==> src/rtl/present_inv_sbox_dr_if.sv <==
// present_inv_sbox_dr_if: dual-rail request/result bundle for the inverse S-box layer.
interface present_inv_sbox_dr_if #(parameter int NIBBLES = 16);
    logic start;
    logic [4*NIBBLES-1:0] din_u, din_c, dout_u, dout_c;
    logic busy, pre, done, fault;
    modport master (output start, din_u, din_c, input busy, pre, done, fault, dout_u, dout_c);
    modport slave (input start, din_u, din_c, output busy, pre, done, fault, dout_u, dout_c);
endinterface

==> src/rtl/present_inv_sbox_dr.sv <==
// present_inv_sbox_dr: sequential dual-rail PRESENT inverse S-box layer with rail-pair checking.
module present_inv_sbox_dr #(
    parameter int NIBBLES = 16
) (
    input logic clk,
    input logic rst,
    present_inv_sbox_dr_if.slave bus
);
    localparam int W = 4*NIBBLES;
    localparam int IW = NIBBLES > 1 ? $clog2(NIBBLES) : 1;
    // nibble k of this constant is INV(k)
    localparam logic [63:0] INV = 64'hA970364BD21C8FE5;
    typedef enum logic [2:0] {IDLE, CHECK, PRE, EVAL, DONE} state_t;
    state_t state, state_n;
    logic [W-1:0] cap_u, cap_c, dout_u, dout_c;
    logic [IW-1:0] idx;
    logic [3:0] x, y;
    logic fault, bad, last;
    assign x = cap_u[{idx, 2'b00} +: 4];
    assign y = INV[{x, 2'b00} +: 4];
    assign bad = |(cap_u ~^ cap_c);
    assign last = idx == IW'(NIBBLES-1);
    assign bus.dout_u = dout_u;
    assign bus.dout_c = dout_c;
    assign bus.fault = fault;
    always_comb begin
        state_n = state;
        case (state)
            IDLE: state_n = bus.start ? CHECK : IDLE;
            CHECK: state_n = bad ? DONE : PRE;
            PRE: state_n = EVAL;
            EVAL: state_n = last ? DONE : PRE;
            default: state_n = IDLE;
        endcase
        bus.busy = state != IDLE;
        bus.pre = state == PRE;
        bus.done = state == DONE;
    end
    always_ff @(posedge clk or posedge rst) begin
        if (rst) begin
            state <= IDLE;
            idx <= '0;
            fault <= 1'b0;
            cap_u <= '0;
            cap_c <= '0;
            dout_u <= '0;
            dout_c <= '0;
        end else begin
            state <= state_n;
            if (state == IDLE && bus.start) begin
                cap_u <= bus.din_u;
                cap_c <= bus.din_c;
                dout_u <= '0;
                dout_c <= '0;
                fault <= 1'b0;
                idx <= '0;
            end
            if (state == CHECK && bad)
                fault <= 1'b1;
            if (state == EVAL) begin
                dout_u[{idx, 2'b00} +: 4] <= y;
                dout_c[{idx, 2'b00} +: 4] <= ~y;
                if (!last)
                    idx <= idx + 1'b1;
            end
        end
    end
endmodule

==> src/flat_wrapper.sv <==
// flat-port wrapper written by rule: the top's interface ports become plain ports
module present_inv_sbox_dr_flat 
#(
    parameter int NIBBLES = 16
)
  (clk, rst, bus_start, bus_din_u, bus_din_c, bus_busy, bus_pre, bus_done, bus_fault, bus_dout_u, bus_dout_c);
  present_inv_sbox_dr_if #(.NIBBLES(NIBBLES)) bus_i ();
  input logic clk;
  input logic rst;
  input wire logic [$bits(bus_i.start)-1:0] bus_start;
  input wire logic [$bits(bus_i.din_u)-1:0] bus_din_u;
  input wire logic [$bits(bus_i.din_c)-1:0] bus_din_c;
  output wire logic [$bits(bus_i.busy)-1:0] bus_busy;
  output wire logic [$bits(bus_i.pre)-1:0] bus_pre;
  output wire logic [$bits(bus_i.done)-1:0] bus_done;
  output wire logic [$bits(bus_i.fault)-1:0] bus_fault;
  output wire logic [$bits(bus_i.dout_u)-1:0] bus_dout_u;
  output wire logic [$bits(bus_i.dout_c)-1:0] bus_dout_c;
  assign bus_i.start = bus_start;
  assign bus_i.din_u = bus_din_u;
  assign bus_i.din_c = bus_din_c;
  assign bus_busy = bus_i.busy;
  assign bus_pre = bus_i.pre;
  assign bus_done = bus_i.done;
  assign bus_fault = bus_i.fault;
  assign bus_dout_u = bus_i.dout_u;
  assign bus_dout_c = bus_i.dout_c;
  present_inv_sbox_dr #(.NIBBLES(NIBBLES)) u_core (.clk(clk), .rst(rst), .bus(bus_i));
endmodule
==> config.mk <==
export PLATFORM = sky130hd
export DESIGN_NAME = present_inv_sbox_dr_flat
export DESIGN_NICKNAME = d
export VERILOG_FILES = /design/src/rtl/present_inv_sbox_dr_if.sv /design/src/rtl/present_inv_sbox_dr.sv /design/src/flat_wrapper.sv
export SDC_FILE = /design/constraint.sdc
export NUM_CORES = 1
export LEC_CHECK = 0
export CORE_ASPECT_RATIO = 2
export CORE_UTILIZATION = 46
export CTS_CLUSTER_DIAMETER = 40
export CTS_CLUSTER_SIZE = 24
export DETAILED_ROUTE_END_ITERATION = 8
export PLACE_DENSITY_LB_ADDON = 0.08
export SYNTH_ARGS = -nofsm -noshare
export SYNTH_HDL_FRONTEND = slang
export SYNTH_SLANG_ARGS = --single-unit
==> constraint.sdc <==
create_clock -name clk -period 9.4 [get_ports clk]
set_input_delay 2.82 -clock clk [delete_from_list [all_inputs] [get_ports clk]]
set_output_delay 2.82 -clock clk [all_outputs]
set_load 0.02 [all_outputs]
After elaboration in Yosys (flattened, before gate mapping)
Index checks and enable logic that the tools add are counted.
{"block": "totals", "register_bits": 264, "input_bits": 131, "wordCells": 42}
{"block": "classes", "add_sub_neg": 2, "n_eq_ne": 5, "n_shift": 5, "muxes": 15, "bitwise_logic": 2, "reduce_logical": 6}
{"operator": "64-bit 2-to-1 mux", "n": 4}
{"operator": "64-bit bitwise mux", "n": 2}
{"operator": "4-bit by 8-bit indexed part select with 64-bit output", "n": 2}
{"operator": "64-bit OR reduction", "n": 1}
{"operator": "4-bit by 8-bit variable shift with 64-bit output, first input constant", "n": 1}
{"operator": "64-bit by 7-bit indexed part select with 4-bit output", "n": 1}
{"operator": "64-bit by 7-bit indexed part select with 4-bit output, first input constant", "n": 1}
{"operator": "64-bit XNOR", "n": 1}
{"operator": "4-bit 2-to-1 mux", "n": 3}
{"operator": "3-bit one-hot mux with 4 select lines", "n": 1}
{"operator": "6-bit negation with 8-bit output", "n": 1}
{"operator": "3-bit by 2-bit equality test with 1-bit output, second input constant", "n": 2}
{"operator": "3-bit 2-to-1 mux", "n": 2}
{"operator": "4-bit by 1-bit adder with 4-bit output, second input constant", "n": 1}
{"operator": "4-bit equality test, second input constant", "n": 1}
{"operator": "4-bit inverter", "n": 1}
{"operator": "3-bit by 1-bit equality test with 1-bit output, second input constant", "n": 1}
{"operator": "3-bit equality test, second input constant", "n": 1}
{"operator": "3-bit logical NOT", "n": 1}
{"operator": "1-bit 2-to-1 mux", "n": 3}
{"operator": "3-bit nonzero test", "n": 1}
{"operator": "1-bit logical AND", "n": 2}
{"operator": "2-bit nonzero test", "n": 1}

Logic depth before layout (Yosys ltp)
{"block": "depth", "depth_word": 6, "depth_mapped": 14, "ltp_nobuf": 10}

Worst setup path after synthesis
OpenSTA, ideal clock, no wires.
{"block": "synth_timing", "kind": "input port to flip-flop", "start": "in bus_start", "end": "reg u_core.cap_c[0]", "setup_ns": 0.065, "arrival_time_ns": 3.934, "path_slack_ns": 5.401, "cell_stages": 6, "cell_sequence": "and2_1 clkbuf_1 clkbuf_1 clkbuf_1 nand2_1 nand2_1"}
{"block": "synth_between", "elab_chain_len": 1}
{"element": "from (decl)", "line_no": "flat_wrapper.sv:10", "text": "input wire logic [$bits(bus_i.start)-1:0] bus_start;"}
{"element": "1-bit logical AND", "line_no": "present_inv_sbox_dr.sv:50", "text": "if (state == IDLE && bus.start) begin"}
{"element": "to (signal assigned)", "line_no": "present_inv_sbox_dr.sv:52", "text": "cap_c <= bus.din_c;"}
{"element": "to (decl)", "line_no": "present_inv_sbox_dr.sv:15", "text": "logic [W-1:0] cap_u, cap_c, dout_u, dout_c;"}
No other way between the ends.
A chain may end at the register's enable or synchronous reset.

Worst setup path in the final report
{"block": "layout_timing", "start": "reg u_core.state[1]", "end": "out bus_busy"}
{"block": "layout_between", "elab_chain_len": 1}
{"element": "from (decl)", "line_no": "present_inv_sbox_dr.sv:14", "text": "state_t state, state_n;"}
{"element": "from (signal assigned)", "line_no": "present_inv_sbox_dr.sv:49", "text": "state <= state_n;"}
{"element": "3-bit nonzero test", "line_no": "present_inv_sbox_dr.sv:35", "text": "bus.busy = state != IDLE;"}
{"element": "to (decl)", "line_no": "flat_wrapper.sv:13", "text": "output wire logic [$bits(bus_i.busy)-1:0] bus_busy;"}
No other way between the ends.

==> metrics.md <==
| Metric | Value |
|---|---|
| Mapped Avg Cell Area | 9.536 um2 |
| # diodes | 0 |
| Crit path max-delay cell type | nor3_1 |
| Util after Layout | roughly 61% |
| Shortest period the worst path allows | 5.093 ns |
| Detailed placement HPWL | 26.33 mm |
| Yosys cell types | 55 |
| Leak | 6.929 nW |
| Sink Count | 264 |
| CTS tree | built |
| Num rows | 82 |
| CP startpoint | u_core.state[1] |
| Crit share post-route | 54.18% |
| Reg power frac | 45.2% |
| Via count | 9517 |
| Worst-case reg-to-reg path depth | 10 |
| Ys async rst share | 100.0% |
| Sw Share | 34.90% |
| Clock latency on the worst-skew pair | 0.54 ns |
| Core area | 25140 um2 |
| Met2 WL | 20.31 mm |
| Root Buffer | clkbuf_16 |
| WL per Instance | between 15 and 20 um |
| Switching power | 0.001086 W |
| M1 WL | 11.99 mm |
| Worst Slack Setup Final | ~4.3 ns |
| Worst min path class | register to register |
| Largest net degree at the start of global routing | between 100 and 150 |
| Top Metal Used | met4 |
| Place WS | 3.956 ns |
| Levels on crit path | 3 |
| Cell family with most CP delay | buffers and inverters |
| Port Buffer Count | 262 |
| CTS clk-pin slew, worst paths | 0.08 ns |
| Register area share after synthesis | 56.05% |
| Gate count of the mapped netlist | approximately 1200 |
| Internal power | 0.002025 W |
| Ports | 263 |
| R2R setup slack | around 4.7 ns |
| Vias in the first global route | 9726 |
| Starting DRT DRC Count | roughly 600 |
| Gpl congestion | 0.8644 |
| Final #Nets | 1601 |
| Clk_skew | 0.02154 ns |
| Vias per inst | 5.255 |
| Die X | between 100 and 150 um |
| Syn Nets | between 1000 and 1500 |
| Layout cells sized above 1 | approximately 6.0% |
| Post-CTS Resized | 0 |
| CP Capture Type | output port |
| Number of setup buffers added after CTS | 0 |
| Primary FF master, synth | dfrtp_1 |
| Area Growth Syn to Fin | 30.17% |
| 1st-pass router iterations | 5 |
| Setup Viol. Count Final | 0 |
| Mapped Area | 11790 um2 |
| Crit path launch type | register |
| PwrDens | 202.8 nW/um2 |
| First-pass GRT wire length | 55.16 mm |
| Drt drc | 0 |
| Setup CP Type | register to output port |
| Synth warn | 0 |
| Worst Path Buf+Inv | 2 |
| Synth cell count leaders | 467 x nand2_1, 264 x dfrtp_1, 80 x nand3_1 |
| Initial Utilization | 46.89% |
| Setup_tns | 0 ns |
| Combinational share of power | approximately 24% |
| Worst hold slack | 0.4799 ns |
| CP required | about 6.6 ns |
| Max Cap Violations | 0 |
| Worst-path cell chain | nor3_1, inv_1, clkdlybuf4s50_1 |
| Top-count cell post-synth | nand2_1 |
| Die H | ~230 um |
| RSZ-0062 raised after global routing | no |
| Worst Tran Pin Value | 1.193 ns |
| Overflow after GRT | 0 |
| Max-slew violation count | 0 |
| Hold Vio Cnt, Final | 0 |
| R2R Path End | u_core.bus.dout_c[2] |
| CP endpoint | bus_busy |
| Htree depth | 1 |
| Max Fanout on Critical Path | 10 |
| Die area | 26300 um2 |
| Worst VDD drop | roughly 160 uV |
| Post-synth EDFFs | 0 |
| Max Clk Rate | about 200 MHz |
| Num CTS Buffers | 22 |
| Seq cells post-synth | 264 |
| Slew margin rel. | 20.44% |
| Critical path arrival | between 2 and 2.5 ns |
| Wirelength, routed | 35.21 mm |
| Clock power frac | around 31% |
| Synth area leader | dfrtp_1 |
| Initial antenna violation count | 0 |
| Worst r2r src | u_core.idx[0] |
| CTS Hold Bufs | 0 |
| Status | finished, final reports clean |
| Final antenna-violating net count | 0 |
| Yosys top cell area share | a little under three fifths |
| Met3 routed WL | 1.062 mm |
| Max incr delay on CP | between 0.6 and 0.7 ns |
| Longest Clk Path Bufs | 3 |
| Synth area leaders | dfrtp_1 56%, nand2_1 15%, xnor2_1 4.0%, nand3_1 3.4%, o21ai_0 3.4% |
| Tot GR Track Use | between 20% and 30% |
==> routing by layer <==
| layer | track usage [%] | up-vias |
|---|---|---|
| met4 | 13.92 | 0 |
| met1 | 29.34 | 4611 |
| met5 | 0 | - |
| li1 | - | 4567 |
| met2 | 54.35 | 275 |
| met3 | 2.387 | 64 |
==> layout make-up <==
cell class	instances	area, um2
Tap cell	336	420.4
Fill cell	2244	9794
Timing Repair Buffer	269	2675
Clock buffer	24	568.0
Inverter	11	45.04
Sequential cell	264	6606
Clock inverter	15	178.9
Multi-Input combinational cell	892	4848
==> layout by cell type, fill, tap and decap left out, types with 3 or more instances in the layout <==
master / count
nand2b_1: 4
nor2b_1: 3
mux2i_1: 15
nand4_1: 6
inv_1: 9
clkbuf_16: 22
a211oi_1: 3
dfrtp_1: 264
nor4_1: 13
and2_1: 5
nand2_1: 466
a22oi_1: 5
nand3_1: 80
mux4_2: 14
a21oi_1: 12
xnor2_1: 54
o31ai_1: 16
buf_4: 7
ha_1: 10
o21ai_2: 10
nor3_1: 6
clkinvlp_4: 5
nor2_1: 10
clkdlybuf4s50_1: 262
xor2_1: 13
and3_1: 5
o21ai_0: 79
o21ai_1: 30
==> worst min-delay path by stage <==
| stage | from | to | slack (ns) | depth (start not counted) |
|---|---|---|---|---|
| final | u_core.bus.dout_u[38] | u_core.bus.dout_u[38] | 0.48 | 2 |
| after global routing | u_core.bus.dout_u[6] | u_core.bus.dout_u[6] | 0.50 | 2 |
| after CTS | u_core.bus.dout_u[38] | u_core.bus.dout_u[38] | 0.49 | 2 |
| after detailed placement | u_core.bus.dout_u[38] | u_core.bus.dout_u[38] | 0.47 | 2 |
| after global placement | u_core.bus.dout_u[29] | u_core.bus.dout_u[29] | 0.46 | 2 |
| after floorplan | u_core.state[2] | u_core.state[1] | 0.45 | 1 |
==> cell families after synthesis <==
group,share of synthesized area [%]
DFF,56.05
AOI/OAI and AO/OA,8.960
and+or+nand+nor,21.55
buffers and inverters,2.941
muxes,4.458
adders and majority gates,1.062
xor gates and xnor gates,4.979
==> registers in the layout (all words and copies together) (netlist names) <==
name and count:
u_core.bus.dout_u 64, u_core.cap_u 64, u_core.cap_c 64, u_core.bus.fault 1, u_core.idx 4, u_core.state 3, u_core.bus.dout_c 64
==> stage by stage <==
stage               std cells  power, W  instance area, um2
floorplan                1236  0.001878               11790
global placement         1772  0.002164               14600
detailed placement       1772  0.002181               14600
CTS                      1811  0.003132               15340
global route             1811  0.003245               15340
finish                   1811  0.003111               15340
==> power groups by stage <==
| stage | combinational (W) | clock, W | sequential, W |
|---|---|---|---|
| final | 0.000749 | 0.000957 | 0.00141 |
| after global routing | 0.000816 | 0.00101 | 0.00142 |
| after CTS | 0.000757 | 0.000970 | 0.00140 |
| after detailed placement | 0.000754 | 0 | 0.00143 |
| after global placement | 0.000741 | 0 | 0.00142 |
| after floorplan | 0.000500 | 0 | 0.00138 |
==> worst reg2reg max path: cells and delay by family (launching register included) <==
| family | cells | cell delay [ns] |
|---|---|---|
| compound gates | 2 | 0.70 |
| fa+ha+maj | 1 | 0.40 |
| buf+inv | 2 | 0.62 |
| flops | 1 | 0.57 |
| mux | 3 | 1.08 |
| simple gates | 2 | 1.20 |
Power figures use the tool's default switching activity.
